**src/rtl/controller.sv**
```systemverilog
// Sequencing FSM for the two-operand compute datapath: loads A then B into memory,
// launches the compute engine and presents the result. Optional: CTRL_DONE_TIMEOUT_EN.
module controller #(
  parameter int unsigned N_PER_OPERAND = 8,
  parameter int unsigned ADDR_W        = 4,
  parameter int unsigned DATA_W        = 8
) (
  input  logic              clk,
  input  logic              rst,
  input  logic [DATA_W-1:0] input_value,
  input  logic              input_value_ready,
  output logic              input_enable,
  output logic [ADDR_W-1:0] ctrl_mem_addr,
  output logic              ctrl_mem_wr,
  output logic              mode_compute,
  output logic              comp_start,
  input  logic              comp_done,
  input  logic [DATA_W-1:0] comp_result,
  output logic              display_enable,
  output logic [DATA_W-1:0] display_value
);

  localparam logic [ADDR_W-1:0] LAST_A = ADDR_W'(N_PER_OPERAND - 1);
  localparam logic [ADDR_W-1:0] LAST_B = ADDR_W'(2 * N_PER_OPERAND - 1);

  typedef enum logic [2:0] {
    ST_LOAD_A,
    ST_LOAD_B,
    ST_START,
    ST_WAIT,
    ST_DISPLAY
  } state_e;

  state_e            state_q, state_d;
  logic [ADDR_W-1:0] cnt_q, cnt_d;
  logic [DATA_W-1:0] disp_q, disp_d;
  logic              input_enable_q, input_enable_d;
  logic              mode_compute_q, mode_compute_d;
  logic              comp_start_q, comp_start_d;
  logic              display_enable_q, display_enable_d;

  // The memory samples input_value directly; it is not stored here.
  logic unused_input_value;
  assign unused_input_value = ^input_value;

`ifdef CTRL_DONE_TIMEOUT_EN
  localparam logic [DATA_W-1:0] TIMEOUT_VALUE = DATA_W'(8'hEE);
  logic [7:0] tmo_q, tmo_d;
`endif

  // Next-state, write counter, result latch and output decode.
  always_comb begin
    state_d = state_q;
    cnt_d   = cnt_q;
    disp_d  = disp_q;
`ifdef CTRL_DONE_TIMEOUT_EN
    tmo_d   = tmo_q;
`endif

    unique case (state_q)
      ST_LOAD_A: begin
        if (input_value_ready) begin
          cnt_d = cnt_q + ADDR_W'(1);
          if (cnt_q == LAST_A) state_d = ST_LOAD_B;
        end
      end
      ST_LOAD_B: begin
        if (input_value_ready) begin
          cnt_d = cnt_q + ADDR_W'(1);
          if (cnt_q == LAST_B) begin
            state_d = ST_START;
            cnt_d   = '0;
          end
        end
      end
      ST_START, ST_WAIT: begin
        if (comp_done) begin
          disp_d  = comp_result;
          state_d = ST_DISPLAY;
        end else if (state_q == ST_START) begin
          state_d = ST_WAIT;
        end
`ifdef CTRL_DONE_TIMEOUT_EN
        else if (tmo_q == 8'd254) begin
          disp_d  = TIMEOUT_VALUE;
          state_d = ST_DISPLAY;
        end
        if (state_q == ST_WAIT) tmo_d = tmo_q + 8'd1;
`endif
      end
      ST_DISPLAY: begin
        if (input_value_ready) begin
          state_d = ST_LOAD_A;
          cnt_d   = '0;
        end
      end
      default: begin
        state_d = ST_LOAD_A;
        cnt_d   = '0;
      end
    endcase

`ifdef CTRL_DONE_TIMEOUT_EN
    if (state_d == ST_START) tmo_d = '0;
`endif

    input_enable_d   = (state_d == ST_LOAD_A) || (state_d == ST_LOAD_B);
    mode_compute_d   = (state_d == ST_START) || (state_d == ST_WAIT);
    comp_start_d     = (state_d == ST_START);
    display_enable_d = (state_d == ST_DISPLAY);
  end

  always_ff @(posedge clk or negedge rst) begin
    if (!rst) begin
      state_q          <= ST_LOAD_A;
      cnt_q            <= '0;
      disp_q           <= '0;
      input_enable_q   <= 1'b1;
      mode_compute_q   <= 1'b0;
      comp_start_q     <= 1'b0;
      display_enable_q <= 1'b0;
    end else begin
      state_q          <= state_d;
      cnt_q            <= cnt_d;
      disp_q           <= disp_d;
      input_enable_q   <= input_enable_d;
      mode_compute_q   <= mode_compute_d;
      comp_start_q     <= comp_start_d;
      display_enable_q <= display_enable_d;
    end
  end

`ifdef CTRL_DONE_TIMEOUT_EN
  always_ff @(posedge clk or negedge rst) begin
    if (!rst) tmo_q <= '0;
    else      tmo_q <= tmo_d;
  end
`endif

  assign input_enable   = input_enable_q;
  assign ctrl_mem_addr  = cnt_q;
  assign ctrl_mem_wr    = input_enable_q & input_value_ready;
  assign mode_compute   = mode_compute_q;
  assign comp_start     = comp_start_q;
  assign display_enable = display_enable_q;
  assign display_value  = disp_q;

endmodule

```
**config.mk**
```make
export PLATFORM = sky130hd
export DESIGN_NAME = controller
export DESIGN_NICKNAME = d
export VERILOG_FILES = /design/src/rtl/controller.sv
export SDC_FILE = /design/constraint.sdc
export NUM_CORES = 1
export LEC_CHECK = 0
export ABC_CLOCK_PERIOD_IN_PS = 1960
export CAP_MARGIN = 20
export CORE_MARGIN = 4
export CORE_UTILIZATION = 41
export CTS_CLUSTER_DIAMETER = 150
export DETAILED_ROUTE_END_ITERATION = 10
export PLACE_DENSITY = 0.8
export SLEW_MARGIN = 25
export SYNTH_ARGS = -nofsm -noshare
export SYNTH_HDL_FRONTEND = slang
export SYNTH_SLANG_ARGS = --single-unit
```
**constraint.sdc**
```tcl
create_clock -name clk -period 1.96 [get_ports clk]
set_input_delay 0.49 -clock clk [delete_from_list [all_inputs] [get_ports clk]]
set_output_delay 0.49 -clock clk [all_outputs]
set_load 0.01 [all_outputs]
```
==> results.py <==
metrics = {
    "drt": {
        "drt-total-wl_um": 1748,
        "vias_per_cell": 5.176,
        "vias": 678,
        "ant_nets": 0,
        "wl_per_cell_um": 13.34,
        "dr.pass1.iters": 5,
        "drtIter0Drc": 6,
        "drcViolationCount": 0,
    },
    "layout": {
        "regArea_um2": 476.7,
        "syn_to_final_growth_pct": 40.58,
        "multi_input_area_um2": 336.6,
        "drive_gt1_share_pct": 21.15,
        "nFillCells": 166,
        "final_core_util_pct": 60.80,
        "final_cells": 131,
        "design_area_um2": 1205,
        "fin_nets": 126,
        "diodes": 0,
    },
    "timing": {
        "finalHoldViolCount": 0,
        "slew_headroom_pct": 75.90,
        "fin_tns_setup_ns": 0,
        "min_period_ns": 1.886,
        "maxSlewViolCount": 0,
        "rsz0062_at_grt": "no",
        "max_freq_ghz": 0.5301,
        "worst_pin_slew_ns": 0.3603,
        "clock_skew_ns": 0.005720,
        "setup_viol": 0,
        "period_share_pct": 96.25,
        "hold_slack_ns": 0.4576,
    },
    "setup_path": {
        "cp.required_ns": 1.47,
        "crit_buf_inv": 1,
        "worstSetupEndpointType": "output pin",
        "slowest_stage": "clkdlybuf4s50_1",
        "cp-start-kind": "flop",
        "crit_family": "buffers and inverters",
        "slowest_delay_ns": 0.59,
        "cp_max_fo": 9,
        "path_cells": "clkdlybuf4s50_1",
        "critical_path_class": "flop to output pin",
        "cp_data_arrival_time_ns": 1.40,
    },
    "placed_design": {
        "placed_cell_area_um2": 1179,
        "dp.cells": 127,
        "place_congestion": 0.8670,
        "numPortBuffers": 28,
        "post-dp-hpwl_um": 1379,
    },
    "die": {
        "fp.dieH_um": 53.72,
        "dieArea_um2": 2886,
        "initial_core_util_pct": 43.24,
        "die_x_um": 53.72,
        "core_um2": 1982,
        "io_pins": 37,
        "rows": 16,
    },
    "synth": {
        "yosysUniqueCellTypes": 31,
        "synth_most_common_cell": "dfrtp_1",
        "synth_top_flop_cell": "dfrtp_1",
        "synthesis.area_um2": 857.1,
        "ys_warn_count": 0,
        "async_flop_share_pct": 100.0,
        "synth-seq-area-share_pct": 55.62,
        "synthesis.nets": 92,
        "synth_edf_count": 0,
        "synth_commonest_cells": "18 x dfrtp_1, 7 x o21ai_0, 6 x mux2_2",
        "ys_top_cells_by_area": "dfrtp_1 53%, mux2_2 7.9%, o21ai_0 4.1%",
        "synth_top_area_cell": "dfrtp_1",
        "syn_avg_cell_area_um2": 12.07,
        "ys_seq_elements": 19,
        "syn_inst": 71,
        "yosysTopAreaCellShare_pct": 52.55,
    },
    "cts": {
        "cts_root_buf": "clkbuf_4",
        "cts_tree": "done",
        "clk_pin_slew_ns": 0.11,
        "htree_levels": 1,
        "insertion_delay_ns": 0.29,
        "post-cts-setup-buffers": 0,
        "cts_buffers": 3,
        "cts_buffer_depth": 2,
        "clock-sinks": 19,
    },
    "grt": {
        "grt_usage_pct": 14.65,
        "gr-usage-met3_pct": 4.986,
        "antenna_found_initial": 0,
        "top_usage_layer": "met2",
        "grt_max_degree": 13,
        "gr-total-overflow": 0,
        "grtUsageMet1_pct": 17.80,
        "use_met2_pct": 24.60,
        "grt_pass1_wl_um": 3070,
        "grt_pass1_vias": 693,
    },
    "run_status": {
        "outcome": "finished clean",
    },
    "flow_run": {
        "drv_cap": 0,
    },
    "power_and_ir_drop": {
        "power_density_nw_per_um2": 1372,
        "peakVddDrop_mv": 0.7597,
        "power.leakage_nw": 0.5259,
    },
    "worst_hold_path": {
        "hold_class": "primary input to async pin",
    },
}
[per-layer routing]
metal / vias to the layer above / share of wire, %
met1: 326 / 42
met2: 27 / 51
met5: - / 0
met3: 0 / 7.7
li1: 325 / -
met4: 0 / 0
[cells in the final DEF, fill, tap and decap left out, drive strengths merged, types with 2 or more instances in the layout]
cell | netlist | final
nand4 | 3 | 3
buf | 2 | 5
clkbuf | 2 | 3
inv | 3 | 3
mux2 | 8 | 8
nor2 | 3 | 3
dfrtp | 18 | 18
clkdlybuf4s50 | 0 | 27
nand2 | 3 | 3
a21oi | 3 | 3
nand3 | 2 | 2
o21ai | 7 | 7
[cells by family (layout without fill, tap and decap cells)]
group / count (synthesis) / count (layout) / synth area share [%]
flip-flops: 19 / 19 / 55.62
AND/OR/NAND/NOR: 18 / 18 / 12.99
AO/OA/AOI/OAI: 17 / 17 / 13.14
multiplexers: 9 / 9 / 11.68
buffers and inverters: 7 / 40 / 5.110
adder cells (fa/ha/maj): 1 / 1 / 1.460
[sequential cells by signal, summed over array words and instances, names as in the netlist]
signal and cells:
display_enable 1, display_value 8, state_q 3, comp_start 1, input_enable 1, ctrl_mem_addr 4, mode_compute 1
[layout make-up]
| cell class | count | share of cell area, % |
|---|---|---|
| inverter | 3 | 1.142 |
| timing repair buffer | 33 | 26.27 |
| tap | 27 | 2.804 |
| clock buffer | 3 | 1.869 |
| sequential | 19 | 39.56 |
| clock inverter | 1 | 0.4154 |
| multi-input combinational | 45 | 27.93 |
[path summary, 6_finish.rpt]
path                             startpoint          endpoint  slack [ns]  cells after the start
hold / removal                          rst  ctrl_mem_addr[2]        0.46                      1
setup reg to reg           ctrl_mem_addr[0]  ctrl_mem_addr[3]        0.29                      4
min in group clk           display_value[3]  display_value[3]        0.52                      1
setup / recovery           ctrl_mem_addr[2]  ctrl_mem_addr[2]        0.07                      1
max in group asynchronous               rst  display_value[1]        1.01                      2
hold reg to reg            display_value[3]  display_value[3]        0.52                      1
[where the power goes]
group | internal, mW | total (mW) | leakage [nW] | switching [mW]
Combinational | 0.455 | 0.756 | 0.269 | 0.301
Clock | 0.0758 | 0.198 | 0.0177 | 0.122
Sequential | 0.556 | 0.699 | 0.239 | 0.143
Total | 1.09 | 1.65 | 0.526 | 0.566
[stage by stage]
step                worst slack (ns)  power [mW]
finish                       0.07358       1.653
global route                0.009261       1.781
floorplan                     0.3518       1.082
detailed placement           -0.1846       1.477
global placement             -0.1444       1.436
CTS                          0.06058       1.672
[timing repair]
action	4_1_cts	5_1_grt
endpoints found under the setup margin	1	0
resized for setup	1	0
hold endpoints to repair	0	0
hold buffers	0	0
No activity file was read; power rests on OpenSTA's default activity.
